File: src/rtl/study_judge.sv
// study_judge: scores committed study-mode hits against the current goal note.
// Accumulates points and a saturating hit streak, pulses o_advance once per
// judged hit, and freezes a letter grade after the last note of the track.
//
// Ports:
//   clk, rst_n          clock, asynchronous active-low reset
//   i_en                study mode active; low returns the block to IDLE
//   i_hit_valid         one-cycle pulse when the player commits a note
//   i_play_*            played octave / note / length
//   i_goal_*            expected octave / note / length at i_goal_idx
//   i_goal_idx, i_track current goal index, index of last note in the song
//   o_advance           one-cycle pulse requesting the next goal note
//   o_score             accumulated points
//   o_streak            consecutive non-miss judgements, saturating at 63
//   o_last_result       00 none, 01 miss, 10 partial, 11 exact
//   o_done              song finished, outputs frozen
//   o_grade             4=S, 3=A, 2=B, 1=C, 0=D/none
module study_judge #(
    parameter int unsigned OCTAVE_BITS   = 3,
    parameter int unsigned NOTE_BITS     = 3,
    parameter int unsigned LENGTH_BITS   = 3,
    parameter int unsigned SONG_CNT_BITS = 6
) (
    input  logic                     clk,
    input  logic                     rst_n,
    input  logic                     i_en,
    input  logic                     i_hit_valid,
    input  logic [OCTAVE_BITS-1:0]   i_play_octave,
    input  logic [NOTE_BITS-1:0]     i_play_note,
    input  logic [LENGTH_BITS-1:0]   i_play_length,
    input  logic [OCTAVE_BITS-1:0]   i_goal_octave,
    input  logic [NOTE_BITS-1:0]     i_goal_note,
    input  logic [LENGTH_BITS-1:0]   i_goal_length,
    input  logic [SONG_CNT_BITS-1:0] i_goal_idx,
    input  logic [SONG_CNT_BITS-1:0] i_track,
    output logic                     o_advance,
    output logic [7:0]               o_score,
    output logic [5:0]               o_streak,
    output logic [1:0]               o_last_result,
    output logic                     o_done,
    output logic [2:0]               o_grade
);

    localparam int unsigned CMP_W = 10;

    typedef enum logic [1:0] {
        S_IDLE  = 2'd0,
        S_ARMED = 2'd1,
        S_JUDGE = 2'd2,
        S_DONE  = 2'd3
    } state_t;

    state_t                 r_state;
    logic [OCTAVE_BITS-1:0] r_play_octave;
    logic [NOTE_BITS-1:0]   r_play_note;
    logic [LENGTH_BITS-1:0] r_play_length;
    logic [OCTAVE_BITS-1:0] r_goal_octave;
    logic [NOTE_BITS-1:0]   r_goal_note;
    logic [LENGTH_BITS-1:0] r_goal_length;
    logic                   r_is_last;

    logic             w_exact;
    logic             w_partial;
    logic [7:0]       w_new_score;
    logic [5:0]       w_new_streak;
    logic [1:0]       w_result;
    logic [7:0]       w_max;
    logic [CMP_W-1:0] w_s10;
    logic [CMP_W-1:0] w_m10;
    logic [CMP_W-1:0] w_s4;
    logic [CMP_W-1:0] w_m3;
    logic [2:0]       w_grade;

    // Judgement of the captured hit; rests follow the same field comparison.
    always_comb begin
        w_exact   = (r_play_octave == r_goal_octave) && (r_play_note == r_goal_note)
                 && (r_play_length == r_goal_length);
        w_partial = (r_play_octave == r_goal_octave) && (r_play_note == r_goal_note)
                 && (r_play_length != r_goal_length);
        if (w_exact) begin
            w_new_score  = o_score + 8'd2;
            w_result     = 2'b11;
        end else if (w_partial) begin
            w_new_score  = o_score + 8'd1;
            w_result     = 2'b10;
        end else begin
            w_new_score  = o_score;
            w_result     = 2'b01;
        end
        if (w_exact || w_partial) begin
            w_new_streak = (o_streak == 6'd63) ? 6'd63 : o_streak + 6'd1;
        end else begin
            w_new_streak = 6'd0;
        end
    end

    // Grade thresholds on the post-judgement score, 10-bit intermediates.
    always_comb begin
        w_max = 8'((CMP_W'(i_track) + CMP_W'(1)) << 1);
        w_s10 = CMP_W'(w_new_score);
        w_m10 = CMP_W'(w_max);
        w_s4  = w_s10 << 2;
        w_m3  = CMP_W'(w_m10 * CMP_W'(3));
        if (w_new_score == w_max)         w_grade = 3'd4;
        else if (w_s4 >= w_m3)            w_grade = 3'd3;
        else if ((w_s10 << 1) >= w_m10)   w_grade = 3'd2;
        else if (w_s4 >= w_m10)           w_grade = 3'd1;
        else                              w_grade = 3'd0;
    end

    // Control FSM with registered outputs; en low overrides every state.
    always_ff @(posedge clk or negedge rst_n) begin
        if (!rst_n) begin
            r_state       <= S_IDLE;
            r_play_octave <= '0;
            r_play_note   <= '0;
            r_play_length <= '0;
            r_goal_octave <= '0;
            r_goal_note   <= '0;
            r_goal_length <= '0;
            r_is_last     <= 1'b0;
            o_advance     <= 1'b0;
            o_score       <= '0;
            o_streak      <= '0;
            o_last_result <= '0;
            o_done        <= 1'b0;
            o_grade       <= '0;
        end else if (!i_en) begin
            r_state       <= S_IDLE;
            r_play_octave <= '0;
            r_play_note   <= '0;
            r_play_length <= '0;
            r_goal_octave <= '0;
            r_goal_note   <= '0;
            r_goal_length <= '0;
            r_is_last     <= 1'b0;
            o_advance     <= 1'b0;
            o_score       <= '0;
            o_streak      <= '0;
            o_last_result <= '0;
            o_done        <= 1'b0;
            o_grade       <= '0;
        end else begin
            case (r_state)
                S_IDLE: begin
                    r_state <= S_ARMED;
                end
                S_ARMED: begin
                    if (i_hit_valid) begin
                        r_play_octave <= i_play_octave;
                        r_play_note   <= i_play_note;
                        r_play_length <= i_play_length;
                        r_goal_octave <= i_goal_octave;
                        r_goal_note   <= i_goal_note;
                        r_goal_length <= i_goal_length;
                        r_is_last     <= (i_goal_idx == i_track);
                        o_advance     <= 1'b1;
                        r_state       <= S_JUDGE;
                    end
                end
                S_JUDGE: begin
                    o_advance     <= 1'b0;
                    o_score       <= w_new_score;
                    o_streak      <= w_new_streak;
                    o_last_result <= w_result;
                    if (r_is_last) begin
                        o_done  <= 1'b1;
                        o_grade <= w_grade;
                        r_state <= S_DONE;
                    end else begin
                        r_state <= S_ARMED;
                    end
                end
                default: begin
                    o_advance <= 1'b0;
                end
            endcase
        end
    end

endmodule
File: config.mk
export PLATFORM = sky130hd
export DESIGN_NAME = study_judge
export DESIGN_NICKNAME = d
export VERILOG_FILES = /design/src/rtl/study_judge.sv
export SDC_FILE = /design/constraint.sdc
export NUM_CORES = 1
export LEC_CHECK = 0
export CAP_MARGIN = 20
export CORE_MARGIN = 4
export CORE_UTILIZATION = 50
export CTS_CLUSTER_DIAMETER = 40
export DETAILED_ROUTE_END_ITERATION = 7
export DONT_BUFFER_PORTS = 1
export GPL_ROUTABILITY_DRIVEN = 0
export HOLD_SLACK_MARGIN = 0.15
export PLACE_DENSITY = 0.68
export SLEW_MARGIN = 20
export SYNTH_ARGS = -nofsm -noshare
export SYNTH_HDL_FRONTEND = slang
export SYNTH_SLANG_ARGS = --single-unit
export TNS_END_PERCENT = 10
File: constraint.sdc
create_clock -name clk -period 3.3 [get_ports clk]
set_clock_uncertainty 0.1 [all_clocks]
set_input_delay 0.495 -clock clk [delete_from_list [all_inputs] [get_ports clk]]
set_output_delay 0.495 -clock clk [all_outputs]
set_load 0.01 [all_outputs]
# [Yosys cells after proc, flatten, opt, wreduce, memory -nomap -nowiden]
# Index checks and enable logic that the tools add are counted.
[totals] regBits=42 out_inout_bits=21 inputBits=34
[classes] mul=1 order_cmp=3 n_eq_ne=16 add_sub_neg=4 reduce_logical=9 muxes=50
[op_table] cell="3-bit 2-to-1 mux" count=22
[op_table] cell="8-bit 2-to-1 mux" count=4
[op_table] cell="6-bit 2-to-1 mux" count=4
[op_table] cell="2-bit 2-to-1 mux" count=9
[op_table] cell="10-bit >= comparator" count=1
[op_table] cell="10-bit by 8-bit >= comparator with 1-bit output" count=1
[op_table] cell="3-bit equality test" count=3
[op_table] cell="9-bit by 8-bit >= comparator with 1-bit output" count=1
[op_table] cell="7-bit by 2-bit multiplier with 9-bit output, second input constant" count=1
[op_table] cell="1-bit 2-to-1 mux" count=9
[op_table] cell="8-bit by 1-bit adder with 8-bit output, second input constant" count=1
[op_table] cell="8-bit by 2-bit adder with 8-bit output, second input constant" count=1
[op_table] cell="8-bit equality test" count=1
[op_table] cell="2-bit by 1-bit inequality test with 1-bit output, second input constant" count=4
[op_table] cell="2-bit AND reduction" count=4
[op_table] cell="6-bit by 1-bit adder with 7-bit output, second input constant" count=1
[op_table] cell="6-bit by 1-bit adder with 6-bit output, second input constant" count=1
[op_table] cell="6-bit equality test" count=1
[op_table] cell="6-bit equality test, second input constant" count=1
[op_table] cell="2-bit case mux with 3 select lines" count=1
[op_table] cell="4-bit by 1-bit inequality test with 1-bit output, second input constant" count=1
[op_table] cell="1-bit logical AND" count=3
[op_table] cell="3-bit inequality test" count=1
[op_table] cell="3-bit inequality test, second input constant" count=1
[op_table] cell="6 further kinds" count=6

# [Longest topological paths before layout]
# Gate-level depths: netlist of run 1.
[logic_depth] depth_word=13 ltp_mapped=16

# [Least setup slack after synthesis of run 1]
# Ideal clock, no wire load.
[synth_timing] path_kind="input to register" startpoint="input port i_track[0]" endpoint="register o_grade[1]" path_stages=15 setup_slack_ns=-0.541 arrival_ns=3.622 path_cell_list="buf_2 -> nand3_1 -> xor2_1 -> inv_1 -> ha_1 -> a21o_1 -> o22ai_1 -> a221oi_1 -> xnor2_1 -> ha_1 -> o21a_1 -> o211ai_1 -> o21ai_0 -> or4_1 -> a31o_1"
[synth_between] elab_chain_len=8 elab_cells_between_ends=11
[synth_rtl] item="start: declaration" line_no="35" text="input logic [SONG_CNT_BITS-1:0] i_track,"
[synth_rtl] item="6-bit by 1-bit adder with 7-bit output *" line_no="99" text="w_max = 8'((CMP_W'(i_track) + CMP_W'(1)) << 1);"
[synth_rtl] item="7-bit by 2-bit multiplier with 9-bit output or 9-bit by 8-bit >= comparator with 1-bit output (tied branches)" line_no="103, 106"
[synth_rtl] item="10-bit >= comparator or 2-bit 2-to-1 mux (tied branches)" line_no="105, 106"
[synth_rtl] item="2-bit 2-to-1 mux" line_no="105" text="else if (w_s4 >= w_m3) w_grade = 3'd3;"
[synth_rtl] item="3-bit 2-to-1 mux *" line_no="104" text="if (w_new_score == w_max) w_grade = 3'd4;"
[synth_rtl] item="3-bit 2-to-1 mux *" line_no="166" text="if (r_is_last) begin"
[synth_rtl] item="3-bit 2-to-1 mux *" line_no="144" text="case (r_state)"
[synth_rtl] item="3-bit 2-to-1 mux *" line_no="128" text="end else if (!i_en) begin"
[synth_rtl] item="end signal: assignment" line_no="168" text="o_grade <= w_grade;"
[synth_rtl] item="end: declaration" line_no="41" text="output logic [2:0] o_grade"
# Every way passes the cells marked *; elsewhere a longest branch is shown, timed or not. The select of a mux whose other input is x is not followed.
# A chain may end at the register's enable or synchronous reset.

# [Worst setup path in the final report of run 1]
[layout_timing] startpoint="register o_score[2]" endpoint="register o_grade[1]"
[layout_between] elab_chain_len=10 elab_cells_between_ends=13
[layout_rtl] item="start: declaration" line_no="37" text="output logic [7:0] o_score,"
[layout_rtl] item="start signal: assignment" line_no="163" text="o_score <= w_new_score;"
[layout_rtl] item="8-bit by 1-bit adder with 8-bit output" line_no="84" text="w_new_score = o_score + 8'd1;"
[layout_rtl] item="8-bit 2-to-1 mux" line_no="83" text="end else if (w_partial) begin"
[layout_rtl] item="8-bit 2-to-1 mux *" line_no="80" text="if (w_exact) begin"
[layout_rtl] item="9-bit by 8-bit >= comparator with 1-bit output" line_no="106" text="else if ((w_s10 << 1) >= w_m10) w_grade = 3'd2;"
[layout_rtl] item="2-bit 2-to-1 mux" line_no="106"
[layout_rtl] item="2-bit 2-to-1 mux" line_no="105"
[layout_rtl] item="3-bit 2-to-1 mux *" line_no="104"
[layout_rtl] item="3-bit 2-to-1 mux *" line_no="166"
[layout_rtl] item="3-bit 2-to-1 mux *" line_no="144"
[layout_rtl] item="3-bit 2-to-1 mux *" line_no="128"
# Marked as above.

==> flow_summary_export.csv, run 1 <==
group,metric,value,unit
clocking,cts_buffer_depth,2,
placed_design,dp_slack,-0.181,ns
setup_path,crit_path_start,"o_score[2]",
timing,hold_viol_final,0,
logic_synthesis,ys_async_sr_fraction,100,%
floorplanning,dieArea,8110,um^2
timing,min_period_over_period,99.2,%
finish,finalNetCount,469,
logic_synthesis,synth_simple_gate_area_share,16.6,%
setup_path,worst-path-max-fanout,2,
floorplanning,fp-row-count,29,
global_route,grt_pass1_vias,2634,
timing,fmax,0.305,GHz
setup_path,crit_required,3.38,ns
logic_synthesis,syn_inst,356,
drt,num_vias,2772,
finish,finalInstanceArea,4240,um^2
finish,antenna_cells,0,
setup_path,worstReg2RegStart,"o_score[2]",
min_path,worstHoldPathCells,2,
logic_synthesis,ys_seq_area_share,31.2,%
global_route,antenna_found_initial,0,
logic_synthesis,synth_area_leaders,"dfrtp_1 31%, ha_1 12%, xnor2_1 8.6%, a22o_1 4.4%, xor2_1 3.6%",
clocking,numCtsBuffers,5,
finish,final_common_cell,"buf_4",
finish,drive_gt1_share,27.4,%
min_path,hp-class,"in -> reg",
drt,vias_per_cell,5.80,
drt,drt-total-wl,7930,um
global_route,overflow,0,
finish,n_fill_cell,529,
timing,setup_tns,0,ns
setup_path,reg2reg_depth,11,
drt,drt_iter0_drc,109,
timing,slew_headroom,52.1,%
min_path,worstHoldEndpoint,"o_streak[4]",
logic_synthesis,synth_top_family_by_area,"compound AO/OA/AOI/OAI gates",
logic_synthesis,synth_seq_cells,42,
finish,mostFrequentLayoutCells,"49 x buf_4, 42 x dfrtp_1, 26 x nand2_1, 25 x ha_1, 23 x xnor2_1",
floorplanning,dieWidth,90.0,um
logic_synthesis,synthesis.nets,423,
logic_synthesis,synth-compound-area-share,21.0,%
logic_synthesis,yosys.area.top_type,"dfrtp_1",
drt,firstDrtPassIters,4,
drt,routedWlPerCell,16.6,um
logic_synthesis,muxShareOfSynthArea,1.49,%
logic_synthesis,synthAdderAreaFrac,12.5,%
setup_path,r2r-end,"o_grade[1]",
global_route,grtUsageTotal,18.9,%
floorplanning,start_util,52.1,%
pwr,finalPower,0.00173,W
pwr,peakVddDrop,0.316,mV
finish,area_growth,25.9,%
clocking,insertion_delay,0.29,ns
placed_design,dpl-instance-area,3810,um^2
pwr,power_leakage,1.94,nW
timing,worstMarginPinSlew,0.718,ns
clocking,clock-sinks,42,
timing,fin_ws,0.0266,ns
timing,period_needed,3.27,ns
logic_synthesis,synthXorXnorAreaFrac,13.4,%
min_path,hp-start,"i_en",
placed_design,hpwl,5760,um
placed_design,io_buffers,0,
clocking,h-tree-depth,2,
setup_path,ff2ff_setup_slack,0.03,ns
setup_path,cp_data_arrival_time,3.36,ns
global_route,grt_max_degree,43,
pwr,power_density,409,nW/um^2
drt,antenna_left,0,
floorplanning,core,6460,um^2
setup_path,path_class,"reg -> reg",
logic_synthesis,synthFlopType,"dfrtp_1",
floorplanning,die_height,90.0,um
job,cap_violations,0,
logic_synthesis,synth_area,3360,um^2
timing,rsz0062_at_grt,"yes",
timing,final-setup-viol-count,0,
logic_synthesis,synth_edf_count,0,
floorplanning,ioPinCount,55,
logic_synthesis,ys_types,56,
clocking,clkTransAtPathRegs,0.07,ns
logic_synthesis,synth_top_area_share,31.2,%
timing,hold_ws,0.218,ns
timing,finalMaxSlewViolations,0,
run_status,status,"finished clean",
clocking,cts_tree,"yes",
logic_synthesis,yosys_warnings,0,
drt,drc_errors,0,
global_route,grt_pass1_wl,12700,um
setup_path,start_kind,"flop",
setup_path,endpoint_kind,"flop",
logic_synthesis,avgSynthCellArea,9.45,um^2
clocking,root_buffer,"clkbuf_8",
registers in the layout (all words and copies together) (netlist names):
signal         cells
o_advance          1
o_done             1
o_grade            3
o_last_result      2
o_score            8
o_streak           6
r_goal_length      3
r_goal_note        3
r_goal_octave      3
r_is_last          1
r_play_length      3
r_play_note        3
r_play_octave      3
r_state            2
worst max path at each step:
stage	to	slack [ns]	cells after the start
6_report	o_grade[1]	0.03	11
3_5_place_dp	o_grade[1]	-0.18	13
2_1_floorplan	o_grade[1]	-0.16	14
4_1_cts	o_grade[1]	0.01	11
3_3_place_gp	o_grade[1]	-0.11	14
5_1_grt	o_grade[1]	-0.15	13
layout make-up:
cell class | count | area [um^2] | area share [%]
well taps | 77 | 96.3 | 2.27
inverters | 18 | 67.6 | 1.60
clock buffers | 6 | 82.6 | 1.95
flip-flops and latches | 42 | 1050 | 24.8
multi-input cells | 282 | 2510 | 59.3
repair buffers | 53 | 428 | 10.1
stage by stage:
step                utilization, %  instances
finish                        65.6        478
CTS                           61.4        470
detailed placement            59.0        461
floorplan                        -        356
global placement              59.0        461
global route                  65.6        478
cells in the mapped netlist (all sizes together) (3+ instances only):
| cell type | number |
|---|---|
| and2 | 6 |
| a22o | 18 |
| a21boi | 5 |
| o211ai | 3 |
| inv | 18 |
| o21a | 3 |
| nor3 | 5 |
| ha | 32 |
| nand2b | 9 |
| nand2 | 27 |
| o21ai | 21 |
| a21o | 8 |
| mux2i | 5 |
| and3 | 7 |
| nor2 | 12 |
| a31oi | 4 |
| nor2b | 6 |
| a21oi | 16 |
| a2111oi | 3 |
| nand4 | 7 |
| xor2 | 14 |
| clkbuf | 12 |
| xnor2 | 34 |
| nand3 | 13 |
| dfrtp | 42 |
kinds of logic after synthesis:
kind of cell               count (synthesis)
and+or+nand+nor                          100
AOI/OAI and AO/OA                         95
xor gates and xnor gates                  49
DFF                                       42
adders and majority gates                 33
buffers and inverters                     32
muxes                                      5
where the power goes:
group | internal [W] | switching [W]
clock network | 0.000161 | 0.000164
registers | 0.000539 | 0.0000277
logic | 0.000425 | 0.000415
total | 0.00113 | 0.000606
timing repair:
action	in CTS	in global routing
setup endpoints to repair	2	2
gates resized for setup	7	33
pin swaps	5	23
buffers inserted	1	8
hold buffers	2	0
hold endpoints to repair	42	0
worst max-delay path, stage by stage (launching register included):
cell       delay [ns]
dfrtp_1          0.38
ha_1             0.31
or4_4            0.54
a211oi_4         0.25
nor2_2           0.06
ha_1             0.27
o21ai_1          0.07
nand2b_1         0.10
a2111oi_2        0.37
o21ai_1          0.13
or4_1            0.40
a31o_1           0.18
routing by layer:
layer  global-route usage, %  up-vias  wire (um)  share of wire, %
met5                       0        -          0                 0
met4                    4.21        0         63              0.79
met3                    5.84        8        457               5.8
met2                    29.2       63       3770                47
met1                    25.9     1326       3640                46
li1                        -     1375          -                 -
Power figures use the tool's default switching activity.
==> run 2: changes to the inputs <==
--- a/config.mk
+++ b/config.mk
@@ -6,7 +6,7 @@
 export NUM_CORES = 1
 export LEC_CHECK = 0
 export CAP_MARGIN = 20
-export CORE_MARGIN = 4
+export CORE_ASPECT_RATIO = 0.7
 export CORE_UTILIZATION = 50
 export CTS_CLUSTER_DIAMETER = 40
 export DETAILED_ROUTE_END_ITERATION = 7
==> run 2 against run 1 <==
Routed wire length decreased by 3.5%. Power shrank 4.2%. Register-to-register slack about the same. Design area is 1.2% lower. Clock power increased by 8.6%. Sequential share of layout area increased by 0.32 points. Sequential power about the same. Combinational power fell by 12%. Largest cell class unchanged.
==> flow_summary_export.csv, run 2 (synthesized netlist as in run 1, its figures left out) <==
group,metric,value,unit
finish,mostFrequentLayoutCells,"51 x buf_4, 41 x dfrtp_1, 29 x ha_1, 26 x nand2_1, 22 x xnor2_1",
timing,final-setup-viol-count,0,
finish,reg.largest.list,"o_score x8, o_streak x6",
finish,antenna_cells,0,
clocking,clock-sinks,42,
placed_design,io_buffers,0,
floorplanning,start_util,52.8,%
min_path,worstHoldPathCells,2,
drt,drt_iter0_drc,134,
min_path,hp-class,"in -> reg",
timing,worstMarginPinSlew,0.648,ns
min_path,hp-start,"i_en",
timing,fin_ws,0.0160,ns
finish,largest_register,"o_score",
timing,fmax,0.305,GHz
timing,rsz0062_at_grt,"yes",
job,cap_violations,0,
pwr,power_density,396,nW/um^2
floorplanning,dieWidth,100,um
global_route,overflow,0,
timing,slew_headroom,56.8,%
finish,finalInstanceArea,4190,um^2
setup_path,worst-path-max-fanout,3,
drt,met1_length,3800,um
min_path,worstHoldEndpoint,"o_streak[3]",
setup_path,worstReg2RegStart,"r_goal_length[1]",
setup_path,path_class,"reg -> reg",
finish,final_common_cell,"buf_4",
clocking,insertion_delay,0.30,ns
floorplanning,core,6370,um^2
floorplanning,ioPinCount,55,
placed_design,dpl-instance-area,3840,um^2
setup_path,reg2reg_depth,12,
placed_design,dp_slack,-0.192,ns
finish,regArea,1050,um^2
placed_design,hpwl,5800,um
clocking,numCtsBuffers,5,
floorplanning,fp-row-count,24,
drt,met2_length,3260,um
timing,hold_viol_final,0,
clocking,h-tree-depth,2,
clocking,cts_buffer_depth,2,
drt,highest_layer,"met4",
global_route,antenna_found_initial,0,
finish,finalNetCount,471,
global_route,grt_max_degree,43,
setup_path,r2r-end,"o_grade[1]",
drt,vias_per_cell,5.58,
drt,routedWlPerCell,15.4,um
drt,num_vias,2767,
drt,drt-total-wl,7650,um
drt,drc_errors,0,
pwr,power_leakage,1.94,nW
global_route,grtUsageTotal,23.0,%
clocking,root_buffer,"clkbuf_8",
setup_path,cp_data_arrival_time,3.38,ns
floorplanning,die_height,70.6,um
floorplanning,dieArea,7070,um^2
finish,n_fill_cell,552,
global_route,grt_pass1_wl,12700,um
run_status,status,"finished clean",
drt,wl_met3,539,um
setup_path,crit_required,3.39,ns
setup_path,endpoint_kind,"flop",
timing,finalMaxSlewViolations,0,
drt,antenna_left,0,
finish,area_growth,24.4,%
setup_path,crit_path_start,"r_goal_length[1]",
setup_path,start_kind,"flop",
clocking,cts_tree,"yes",
finish,largest_register_ffs,8,
clocking,clkTransAtPathRegs,0.08,ns
timing,min_period_over_period,99.5,%
setup_path,ff2ff_setup_slack,0.02,ns
drt,firstDrtPassIters,4,
timing,period_needed,3.28,ns
timing,hold_ws,0.203,ns
pwr,peakVddDrop,0.260,mV
global_route,grt_pass1_vias,2599,
finish,drive_gt1_share,26.9,%
finish,multi_input_area,2420,um^2
## run 2: worst max-delay path by stage
stage                       to  slack (ns)
floorplan           o_grade[1]       -0.16
global placement    o_grade[1]       -0.13
detailed placement  o_grade[1]       -0.19
CTS                 o_grade[1]        0.02
global route        o_grade[1]       -0.13
finish              o_grade[1]        0.02
## run 2: repair_timing
action	4_1_cts	5_1_grt
endpoints found under the setup margin	2	2
gates cloned	0	0
pin swaps	7	8
endpoints found under the hold margin	42	0
buffers inserted	3	6
resized for setup	9	19
hold buffers	2	0
## run 2: routing by layer
metal	vias up	GRT usage (%)
met1	1308	34.1
met5	-	0
met3	4	5.73
met4	0	4.99
li1	1370	-
met2	85	33.7
## run 2: final cells by class
| cell class | instances | share of cell area, % |
|---|---|---|
| multi-input cells | 282 | 57.9 |
| flip-flops and latches | 42 | 25.1 |
| repair buffers | 55 | 10.4 |
| well taps | 91 | 2.72 |
| clock buffers | 6 | 1.97 |
| inverters | 18 | 1.61 |
| clock inverters | 2 | 0.299 |
## run 2: power by group
group | internal, W | switching [W]
registers | 0.000539 | 0.0000263
logic | 0.000358 | 0.000383
clock network | 0.000168 | 0.000185
## run 2: per-stage QoR
stage               utilization, %  power (W)  TNS [ns]  std cells
floorplan                        -    0.00102    -0.157        356
global placement              60.3    0.00120    -0.127        477
detailed placement            60.3    0.00121    -0.224        477
CTS                           63.5    0.00161         0        490
global route                  65.8    0.00178    -0.134        496
finish                        65.8    0.00166         0        496
## run 2: worst max-delay path, stage by stage, from the launching register on
cell and delay [ns]:
dfrtp_1 0.42, xnor2_1 0.26, buf_4 0.16, nand4_1 0.09, buf_4 0.17, a2111oi_4 0.44
xnor2_2 0.19, ha_1 0.27, o21a_1 0.19, o211ai_1 0.18, o21ai_2 0.09, or4_1 0.41
a31o_1 0.20
